--- src/rtl/shtlb_miss_arbiter_if.sv ---
// Request/response and shared-TLB/PTW bundle for the shared-TLB miss arbiter.
// slave is the arbiter's view; master is the surrounding MMU (first-level TLBs, shared TLB, PTW).
interface shtlb_miss_arbiter_if #(
   parameter int VPN_WIDTH  = 20,
   parameter int ASID_WIDTH = 9,
   parameter int PPN_WIDTH  = 22
);
   logic                  flush_i;

   logic                  itlb_req_i;
   logic [VPN_WIDTH-1:0]  itlb_vpn_i;
   logic [ASID_WIDTH-1:0] itlb_asid_i;
   logic                  itlb_ack_o;
   logic                  itlb_valid_o;

   logic                  dtlb_req_i;
   logic [VPN_WIDTH-1:0]  dtlb_vpn_i;
   logic [ASID_WIDTH-1:0] dtlb_asid_i;
   logic                  dtlb_ack_o;
   logic                  dtlb_valid_o;

   logic [PPN_WIDTH-1:0]  resp_ppn_o;
   logic                  resp_fault_o;

   logic                  shtlb_lookup_o;
   logic [VPN_WIDTH-1:0]  shtlb_vpn_o;
   logic [ASID_WIDTH-1:0] shtlb_asid_o;
   logic                  shtlb_hit_i;
   logic [PPN_WIDTH-1:0]  shtlb_ppn_i;

   logic                  ptw_req_o;
   logic [VPN_WIDTH-1:0]  ptw_vpn_o;
   logic [ASID_WIDTH-1:0] ptw_asid_o;
   logic                  ptw_ready_i;
   logic                  ptw_done_i;
   logic [PPN_WIDTH-1:0]  ptw_ppn_i;
   logic                  ptw_fault_i;

   modport slave (
      input  flush_i,
      input  itlb_req_i, itlb_vpn_i, itlb_asid_i,
      output itlb_ack_o, itlb_valid_o,
      input  dtlb_req_i, dtlb_vpn_i, dtlb_asid_i,
      output dtlb_ack_o, dtlb_valid_o,
      output resp_ppn_o, resp_fault_o,
      output shtlb_lookup_o, shtlb_vpn_o, shtlb_asid_o,
      input  shtlb_hit_i, shtlb_ppn_i,
      output ptw_req_o, ptw_vpn_o, ptw_asid_o,
      input  ptw_ready_i, ptw_done_i, ptw_ppn_i, ptw_fault_i
   );

   modport master (
      output flush_i,
      output itlb_req_i, itlb_vpn_i, itlb_asid_i,
      input  itlb_ack_o, itlb_valid_o,
      output dtlb_req_i, dtlb_vpn_i, dtlb_asid_i,
      input  dtlb_ack_o, dtlb_valid_o,
      input  resp_ppn_o, resp_fault_o,
      input  shtlb_lookup_o, shtlb_vpn_o, shtlb_asid_o,
      output shtlb_hit_i, shtlb_ppn_i,
      input  ptw_req_o, ptw_vpn_o, ptw_asid_o,
      output ptw_ready_i, ptw_done_i, ptw_ppn_i, ptw_fault_i
   );
endinterface

--- src/rtl/shtlb_miss_arbiter.sv ---
// Arbitrates ITLB/DTLB misses onto the shared TLB and page-table walker, one at a time.
// Define SHTLB_ARB_PERF_EN to add the hit/miss performance counters.
module shtlb_miss_arbiter #(
   parameter int VPN_WIDTH    = 20,
   parameter int ASID_WIDTH   = 9,
   parameter int PPN_WIDTH    = 22,
   parameter int STARVE_LIMIT = 4
) (
   input  logic                 clk_i,
   input  logic                 rst_ni,
   shtlb_miss_arbiter_if.slave  bus
`ifdef SHTLB_ARB_PERF_EN
   ,
   output logic [15:0]          hit_cnt_o,
   output logic [15:0]          miss_cnt_o
`endif
);

   typedef enum logic [2:0] {
      S_IDLE, S_LOOKUP, S_CHECK, S_PTW_REQ, S_PTW_WAIT, S_RESP, S_DRAIN
   } state_e;

   localparam logic [3:0] STARVE_MAX = 4'(STARVE_LIMIT);

   state_e                state_q, state_d;
   logic                  owner_q, owner_d;   // 1: DTLB owns the transaction
   logic [VPN_WIDTH-1:0]  vpn_q, vpn_d;
   logic [ASID_WIDTH-1:0] asid_q, asid_d;
   logic [PPN_WIDTH-1:0]  ppn_q, ppn_d;
   logic                  fault_q, fault_d;
   logic [3:0]            starve_q, starve_d;

   logic grant, pick_d, pick_i;

   // DTLB wins unless an ITLB request has already waited out STARVE_LIMIT data grants.
   assign pick_d = bus.dtlb_req_i && !(bus.itlb_req_i && starve_q == STARVE_MAX);
   assign pick_i = bus.itlb_req_i && !pick_d;
   assign grant  = (state_q == S_IDLE) && !bus.flush_i && (bus.itlb_req_i || bus.dtlb_req_i);

   always_ff @(posedge clk_i) begin
      if (!rst_ni) begin
         state_q  <= S_IDLE;
         owner_q  <= 1'b0;
         vpn_q    <= '0;
         asid_q   <= '0;
         ppn_q    <= '0;
         fault_q  <= 1'b0;
         starve_q <= '0;
      end else begin
         state_q  <= state_d;
         owner_q  <= owner_d;
         vpn_q    <= vpn_d;
         asid_q   <= asid_d;
         ppn_q    <= ppn_d;
         fault_q  <= fault_d;
         starve_q <= starve_d;
      end
   end

   always_comb begin
      state_d = state_q;
      case (state_q)
         S_IDLE:     if (grant) state_d = S_LOOKUP;
         S_LOOKUP:   state_d = bus.flush_i ? S_IDLE : S_CHECK;
         S_CHECK: begin
            if (bus.flush_i)          state_d = S_IDLE;
            else if (bus.shtlb_hit_i) state_d = S_RESP;
            else                      state_d = S_PTW_REQ;
         end
         S_PTW_REQ: begin
            if (bus.flush_i)          state_d = S_IDLE;
            else if (bus.ptw_ready_i) state_d = S_PTW_WAIT;
         end
         // A flush coinciding with done has nothing left to drain.
         S_PTW_WAIT: begin
            if (bus.flush_i)         state_d = bus.ptw_done_i ? S_IDLE : S_DRAIN;
            else if (bus.ptw_done_i) state_d = S_RESP;
         end
         S_RESP:     state_d = S_IDLE;
         S_DRAIN:    if (bus.ptw_done_i) state_d = S_IDLE;
         default:    state_d = S_IDLE;
      endcase
   end

   always_comb begin
      owner_d  = owner_q;
      vpn_d    = vpn_q;
      asid_d   = asid_q;
      ppn_d    = ppn_q;
      fault_d  = fault_q;
      starve_d = starve_q;

      if (grant) begin
         owner_d = pick_d;
         vpn_d   = pick_d ? bus.dtlb_vpn_i  : bus.itlb_vpn_i;
         asid_d  = pick_d ? bus.dtlb_asid_i : bus.itlb_asid_i;
      end

      if (!bus.itlb_req_i || (grant && pick_i))
         starve_d = '0;
      else if (grant && pick_d && starve_q != 4'hF)
         starve_d = starve_q + 4'd1;

      if (state_q == S_CHECK && !bus.flush_i && bus.shtlb_hit_i) begin
         ppn_d   = bus.shtlb_ppn_i;
         fault_d = 1'b0;
      end else if (state_q == S_PTW_WAIT && !bus.flush_i && bus.ptw_done_i) begin
         ppn_d   = bus.ptw_ppn_i;
         fault_d = bus.ptw_fault_i;
      end
   end

   always_comb begin
      bus.itlb_ack_o     = grant && pick_i;
      bus.dtlb_ack_o     = grant && pick_d;
      bus.shtlb_lookup_o = (state_q == S_LOOKUP) && !bus.flush_i;
      bus.ptw_req_o      = (state_q == S_PTW_REQ) && !bus.flush_i;
      bus.itlb_valid_o   = (state_q == S_RESP) && !bus.flush_i && !owner_q;
      bus.dtlb_valid_o   = (state_q == S_RESP) && !bus.flush_i && owner_q;
      bus.shtlb_vpn_o    = vpn_q;
      bus.shtlb_asid_o   = asid_q;
      bus.ptw_vpn_o      = vpn_q;
      bus.ptw_asid_o     = asid_q;
      bus.resp_ppn_o     = ppn_q;
      bus.resp_fault_o   = fault_q;
   end

`ifdef SHTLB_ARB_PERF_EN
   logic [15:0] hit_cnt_q, hit_cnt_d, miss_cnt_q, miss_cnt_d;

   always_comb begin
      hit_cnt_d  = hit_cnt_q;
      miss_cnt_d = miss_cnt_q;
      if (bus.flush_i) begin
         hit_cnt_d  = '0;
         miss_cnt_d = '0;
      end else if (state_q == S_CHECK) begin
         if (bus.shtlb_hit_i && hit_cnt_q != 16'hFFFF)   hit_cnt_d  = hit_cnt_q + 16'd1;
         if (!bus.shtlb_hit_i && miss_cnt_q != 16'hFFFF) miss_cnt_d = miss_cnt_q + 16'd1;
      end
   end

   always_ff @(posedge clk_i) begin
      if (!rst_ni) begin
         hit_cnt_q  <= '0;
         miss_cnt_q <= '0;
      end else begin
         hit_cnt_q  <= hit_cnt_d;
         miss_cnt_q <= miss_cnt_d;
      end
   end

   assign hit_cnt_o  = hit_cnt_q;
   assign miss_cnt_o = miss_cnt_q;
`endif

endmodule
--- src/flat_wrapper.sv ---
// flat-port wrapper written by rule: the top's interface ports become plain ports
module shtlb_miss_arbiter_flat 
#(
   parameter int VPN_WIDTH    = 20,
   parameter int ASID_WIDTH   = 9,
   parameter int PPN_WIDTH    = 22,
   parameter int STARVE_LIMIT = 4
)
  (clk_i, rst_ni, bus_flush_i, bus_itlb_req_i, bus_itlb_vpn_i, bus_itlb_asid_i, bus_itlb_ack_o, bus_itlb_valid_o, bus_dtlb_req_i, bus_dtlb_vpn_i, bus_dtlb_asid_i, bus_dtlb_ack_o, bus_dtlb_valid_o, bus_resp_ppn_o, bus_resp_fault_o, bus_shtlb_lookup_o, bus_shtlb_vpn_o, bus_shtlb_asid_o, bus_shtlb_hit_i, bus_shtlb_ppn_i, bus_ptw_req_o, bus_ptw_vpn_o, bus_ptw_asid_o, bus_ptw_ready_i, bus_ptw_done_i, bus_ptw_ppn_i, bus_ptw_fault_i);
  shtlb_miss_arbiter_if #(.VPN_WIDTH(VPN_WIDTH), .ASID_WIDTH(ASID_WIDTH), .PPN_WIDTH(PPN_WIDTH)) bus_i ();
  input  logic clk_i;
  input  logic rst_ni;
  input wire logic [$bits(bus_i.flush_i)-1:0] bus_flush_i;
  input wire logic [$bits(bus_i.itlb_req_i)-1:0] bus_itlb_req_i;
  input wire logic [$bits(bus_i.itlb_vpn_i)-1:0] bus_itlb_vpn_i;
  input wire logic [$bits(bus_i.itlb_asid_i)-1:0] bus_itlb_asid_i;
  output wire logic [$bits(bus_i.itlb_ack_o)-1:0] bus_itlb_ack_o;
  output wire logic [$bits(bus_i.itlb_valid_o)-1:0] bus_itlb_valid_o;
  input wire logic [$bits(bus_i.dtlb_req_i)-1:0] bus_dtlb_req_i;
  input wire logic [$bits(bus_i.dtlb_vpn_i)-1:0] bus_dtlb_vpn_i;
  input wire logic [$bits(bus_i.dtlb_asid_i)-1:0] bus_dtlb_asid_i;
  output wire logic [$bits(bus_i.dtlb_ack_o)-1:0] bus_dtlb_ack_o;
  output wire logic [$bits(bus_i.dtlb_valid_o)-1:0] bus_dtlb_valid_o;
  output wire logic [$bits(bus_i.resp_ppn_o)-1:0] bus_resp_ppn_o;
  output wire logic [$bits(bus_i.resp_fault_o)-1:0] bus_resp_fault_o;
  output wire logic [$bits(bus_i.shtlb_lookup_o)-1:0] bus_shtlb_lookup_o;
  output wire logic [$bits(bus_i.shtlb_vpn_o)-1:0] bus_shtlb_vpn_o;
  output wire logic [$bits(bus_i.shtlb_asid_o)-1:0] bus_shtlb_asid_o;
  input wire logic [$bits(bus_i.shtlb_hit_i)-1:0] bus_shtlb_hit_i;
  input wire logic [$bits(bus_i.shtlb_ppn_i)-1:0] bus_shtlb_ppn_i;
  output wire logic [$bits(bus_i.ptw_req_o)-1:0] bus_ptw_req_o;
  output wire logic [$bits(bus_i.ptw_vpn_o)-1:0] bus_ptw_vpn_o;
  output wire logic [$bits(bus_i.ptw_asid_o)-1:0] bus_ptw_asid_o;
  input wire logic [$bits(bus_i.ptw_ready_i)-1:0] bus_ptw_ready_i;
  input wire logic [$bits(bus_i.ptw_done_i)-1:0] bus_ptw_done_i;
  input wire logic [$bits(bus_i.ptw_ppn_i)-1:0] bus_ptw_ppn_i;
  input wire logic [$bits(bus_i.ptw_fault_i)-1:0] bus_ptw_fault_i;
  assign bus_i.flush_i = bus_flush_i;
  assign bus_i.itlb_req_i = bus_itlb_req_i;
  assign bus_i.itlb_vpn_i = bus_itlb_vpn_i;
  assign bus_i.itlb_asid_i = bus_itlb_asid_i;
  assign bus_itlb_ack_o = bus_i.itlb_ack_o;
  assign bus_itlb_valid_o = bus_i.itlb_valid_o;
  assign bus_i.dtlb_req_i = bus_dtlb_req_i;
  assign bus_i.dtlb_vpn_i = bus_dtlb_vpn_i;
  assign bus_i.dtlb_asid_i = bus_dtlb_asid_i;
  assign bus_dtlb_ack_o = bus_i.dtlb_ack_o;
  assign bus_dtlb_valid_o = bus_i.dtlb_valid_o;
  assign bus_resp_ppn_o = bus_i.resp_ppn_o;
  assign bus_resp_fault_o = bus_i.resp_fault_o;
  assign bus_shtlb_lookup_o = bus_i.shtlb_lookup_o;
  assign bus_shtlb_vpn_o = bus_i.shtlb_vpn_o;
  assign bus_shtlb_asid_o = bus_i.shtlb_asid_o;
  assign bus_i.shtlb_hit_i = bus_shtlb_hit_i;
  assign bus_i.shtlb_ppn_i = bus_shtlb_ppn_i;
  assign bus_ptw_req_o = bus_i.ptw_req_o;
  assign bus_ptw_vpn_o = bus_i.ptw_vpn_o;
  assign bus_ptw_asid_o = bus_i.ptw_asid_o;
  assign bus_i.ptw_ready_i = bus_ptw_ready_i;
  assign bus_i.ptw_done_i = bus_ptw_done_i;
  assign bus_i.ptw_ppn_i = bus_ptw_ppn_i;
  assign bus_i.ptw_fault_i = bus_ptw_fault_i;
  shtlb_miss_arbiter #(.VPN_WIDTH(VPN_WIDTH), .ASID_WIDTH(ASID_WIDTH), .PPN_WIDTH(PPN_WIDTH), .STARVE_LIMIT(STARVE_LIMIT)) u_core (.clk_i(clk_i), .rst_ni(rst_ni), .bus(bus_i));
endmodule
--- config.mk ---
export PLATFORM = sky130hd
export DESIGN_NAME = shtlb_miss_arbiter_flat
export DESIGN_NICKNAME = d
export VERILOG_FILES = /design/src/rtl/shtlb_miss_arbiter_if.sv /design/src/rtl/shtlb_miss_arbiter.sv /design/src/flat_wrapper.sv
export SDC_FILE = /design/constraint.sdc
export NUM_CORES = 1
export LEC_CHECK = 0
export ABC_CLOCK_PERIOD_IN_PS = 3650
export BUFFER_PORTS_ARGS = -buffer_cell sky130_fd_sc_hd__buf_2
export CAP_MARGIN = 10
export CELL_PAD_IN_SITES_DETAIL_PLACEMENT = 1
export CELL_PAD_IN_SITES_GLOBAL_PLACEMENT = 1
export CORE_UTILIZATION = 31
export CTS_CLUSTER_SIZE = 40
export DETAILED_ROUTE_END_ITERATION = 10
export MAX_ROUTING_LAYER = met4
export PLACE_DENSITY_LB_ADDON = 0.1
export SETUP_SLACK_MARGIN = 0.05
export SYNTH_ARGS = -nofsm -noshare
export SYNTH_HDL_FRONTEND = slang
export SYNTH_SLANG_ARGS = --single-unit
--- constraint.sdc ---
create_clock -name clk_i -period 3.65 [get_ports clk_i]
set_clock_uncertainty 0.15 [all_clocks]
set_input_delay 1.095 -clock clk_i [delete_from_list [all_inputs] [get_ports clk_i]]
set_output_delay 1.095 -clock clk_i [all_outputs]
set_load 0.03 [all_outputs]
==> reports/qor.txt <==
top cell type's share of synthesized area: 40.7%
CTS tree: done
first-pass GRT wire length: 14.4 mm
GR Overflow Total: 0
pre-CTS setup slack: 0.439 ns
final WL: 8.94 mm
Pre-Repair DR Iteration Count: 4
GRT Util Overall: 18.6%
Post-DP Area: 3830 sq um
CTS max path bufs: 2
fin crit share: 87.7%
Resized cells post-CTS: 0
Cells after Synth: 357
clock-pin slew on the worst setup and hold paths: 0.07 ns
maximum vdd drop: 239 uV
initial core utilization: 32.0%
die area: 9920 sq um
pwr/cell area: 445 nW/um^2
worst-margin pin slew: 0.491 ns
commonest non-fill, non-tap cell in the layout: buf_2
Critical Path Source Type: input port
routed len/inst: 13.7 um
DRC Markers: 0
fin area: 4080 sq um
row count: 35
DP HPWL: 6.67 mm
share of layout cells above drive strength 1: 42.9%
Lkg Pwr: 2.01 nW
hold slack: 0.308 ns
Synth Net Count: 470
P&R area growth vs syn: 38.1%
post-synthesis sequential area ratio: 40.7%
post-CTS setup buffer count: 0
nets: 630
largest net degree at the start of global routing: 59
Antenna Cells: 0
CP dominant cell by count: buf_2
DRT antenna net count: 0
WS Path Type: input port to output port
CTS Sinks: 60
final setup violating endpoints: 0
largest cells by area after synthesis: dfxtp_1 41%, mux2i_1 10%, o21ai_0 9.5%
hold crit path type: register to register
Slew HR: 67.3%
Worst Path Required: 2.40 ns
port bufs: 197
Post-synth top flop: dfxtp_1
Root Driver: clkbuf_8
Yosys warnings: 0
fillcell total: 1180
Finished Layout Cells: 651
Hold Violations, Final: 0
syn_area_per_cell: 8.27 sq um
gpl congestion: 0.709
status: completed
slowest cell on the critical path: buf_2
Ports: 198
H-tree Lvls: 3
Final min period: 3.20 ns
Pins Over Slew Limit: 0
CP Cell Sequence: buf_2 > nor4_4 > buf_4 > and3_1 > buf_2
die height: 99.6 um
Max FO, Critical Path: 12
Crit. End Element: output port
synthesized area: 2950 sq um
placed cell count: 635
RSZ-0062 raised after global routing: false
CP max stage delay: 0.19 ns
Fmax: 0.313 GHz
antenna violations before repair: 0
maxcap violations: 0
post-route worst setup slack: 0.450 ns
Netlist cell types: 34
Synth area leader: dfxtp_1
Vias/cell: 4.78
Setup TNS: 0 ns
Post-synth EDFFs: 0
synthesized flop and latch total: 60
Post-synth ARST share: 0%
later-pin clock latency in the skew report: 0.33 ns
leading cell types in the layout, fill and taps excluded: 197 x buf_2, 60 x dfxtp_1, 56 x o21ai_0, 51 x nand2_1, 34 x a21oi_1
initial drt markers: 38
Die Span X: 99.6 um
TritonCTS buffer count: 9
core box area: 9240 sq um
number of global-route vias before repair: 3110
Via Count: 3109
Worst Path Arrival: 1.95 ns
cts hold-fix bufs: 0
-- worst max-delay path: cells and delay by family --
| kind | cells | cell delay (ns) |
|---|---|---|
| buf+inv | 3 | 0.54 |
| simple gates | 2 | 0.32 |
-- per-stage QoR --
step / power [mW] / utilization (%)
6_report: 1.82 / 44.1
5_1_grt: 1.90 / 44.1
4_1_cts: 1.84 / 44.1
3_5_place_dp: 1.09 / 41.4
3_3_place_gp: 1.08 / 41.4
2_1_floorplan: 0.982 / -
-- logic make-up (layout without fill, tap and decap cells) --
group,count (synthesis),count (layout),synth area share (%)
mux,30,30,10.2
fa+ha+maj,2,2,0.847
xor+xnor,1,1,0.297
simple gates,86,86,14.3
flops,60,60,40.7
buf+inv,58,223,11.6
compound gates,120,120,22.1
-- worst paths after layout --
check,startpoint,to,slack (ns),cells after the start
worst min register to register,u_core.bus.resp_fault_o$_SDFFE_PP0P_,u_core.bus.resp_fault_o$_SDFFE_PP0P_,0.31,2
worst max register to register,u_core.state_q[0]$_SDFFE_PN0P_,u_core.bus.ptw_vpn_o[16]$_SDFFE_PN0P_,1.62,6
worst min-delay path,u_core.bus.resp_fault_o$_SDFFE_PP0P_,u_core.bus.resp_fault_o$_SDFFE_PP0P_,0.31,2
worst max-delay path,bus_flush_i,bus_itlb_ack_o,0.45,5
-- Yosys cell counts (all sizes together), types with 3 or more instances --
master,count
mux2i,30
nand2,52
a31oi,23
nor2b,3
nand3b,5
clkbuf,15
nor2,8
nor3,4
buf,41
nand3,3
dfxtp,60
o21ai,56
a21oi,34
-- sequential cells by signal (all words and copies together) (netlist names) --
signal,count
u_core.bus.ptw_asid_o,9
u_core.bus.ptw_vpn_o,20
u_core.bus.resp_fault_o,1
u_core.bus.resp_ppn_o,22
u_core.owner_q,1
u_core.starve_q,4
u_core.state_q,3
-- power by group --
group	switching, mW	leakage (nW)	total [mW]	internal [mW]
combinational	0.228	1.40	0.354	0.127
sequential	0.0251	0.490	0.713	0.688
clock	0.258	0.127	0.749	0.490
-- per-layer routing --
layer | global-route usage, % | part of all wire, % | wire length [um]
met5 | - | 0 | 0
met4 | 5.09 | 0.77 | 69
met3 | 5.76 | 7.6 | 679
met2 | 31.6 | 49 | 4340
met1 | 21.2 | 43 | 3850
-- cell type report --
cell class / count / area, sq um / area share [%]
multi-input combinational: 239 / 1410 / 34.6
sequential: 60 / 1200 / 29.4
timing repair buffer: 205 / 1050 / 25.6
tap: 129 / 161 / 3.96
clock buffer: 12 / 155 / 3.80
clock inverter: 4 / 95.1 / 2.33
inverter: 2 / 7.51 / 0.184
No activity file was read; power rests on OpenSTA's default activity.
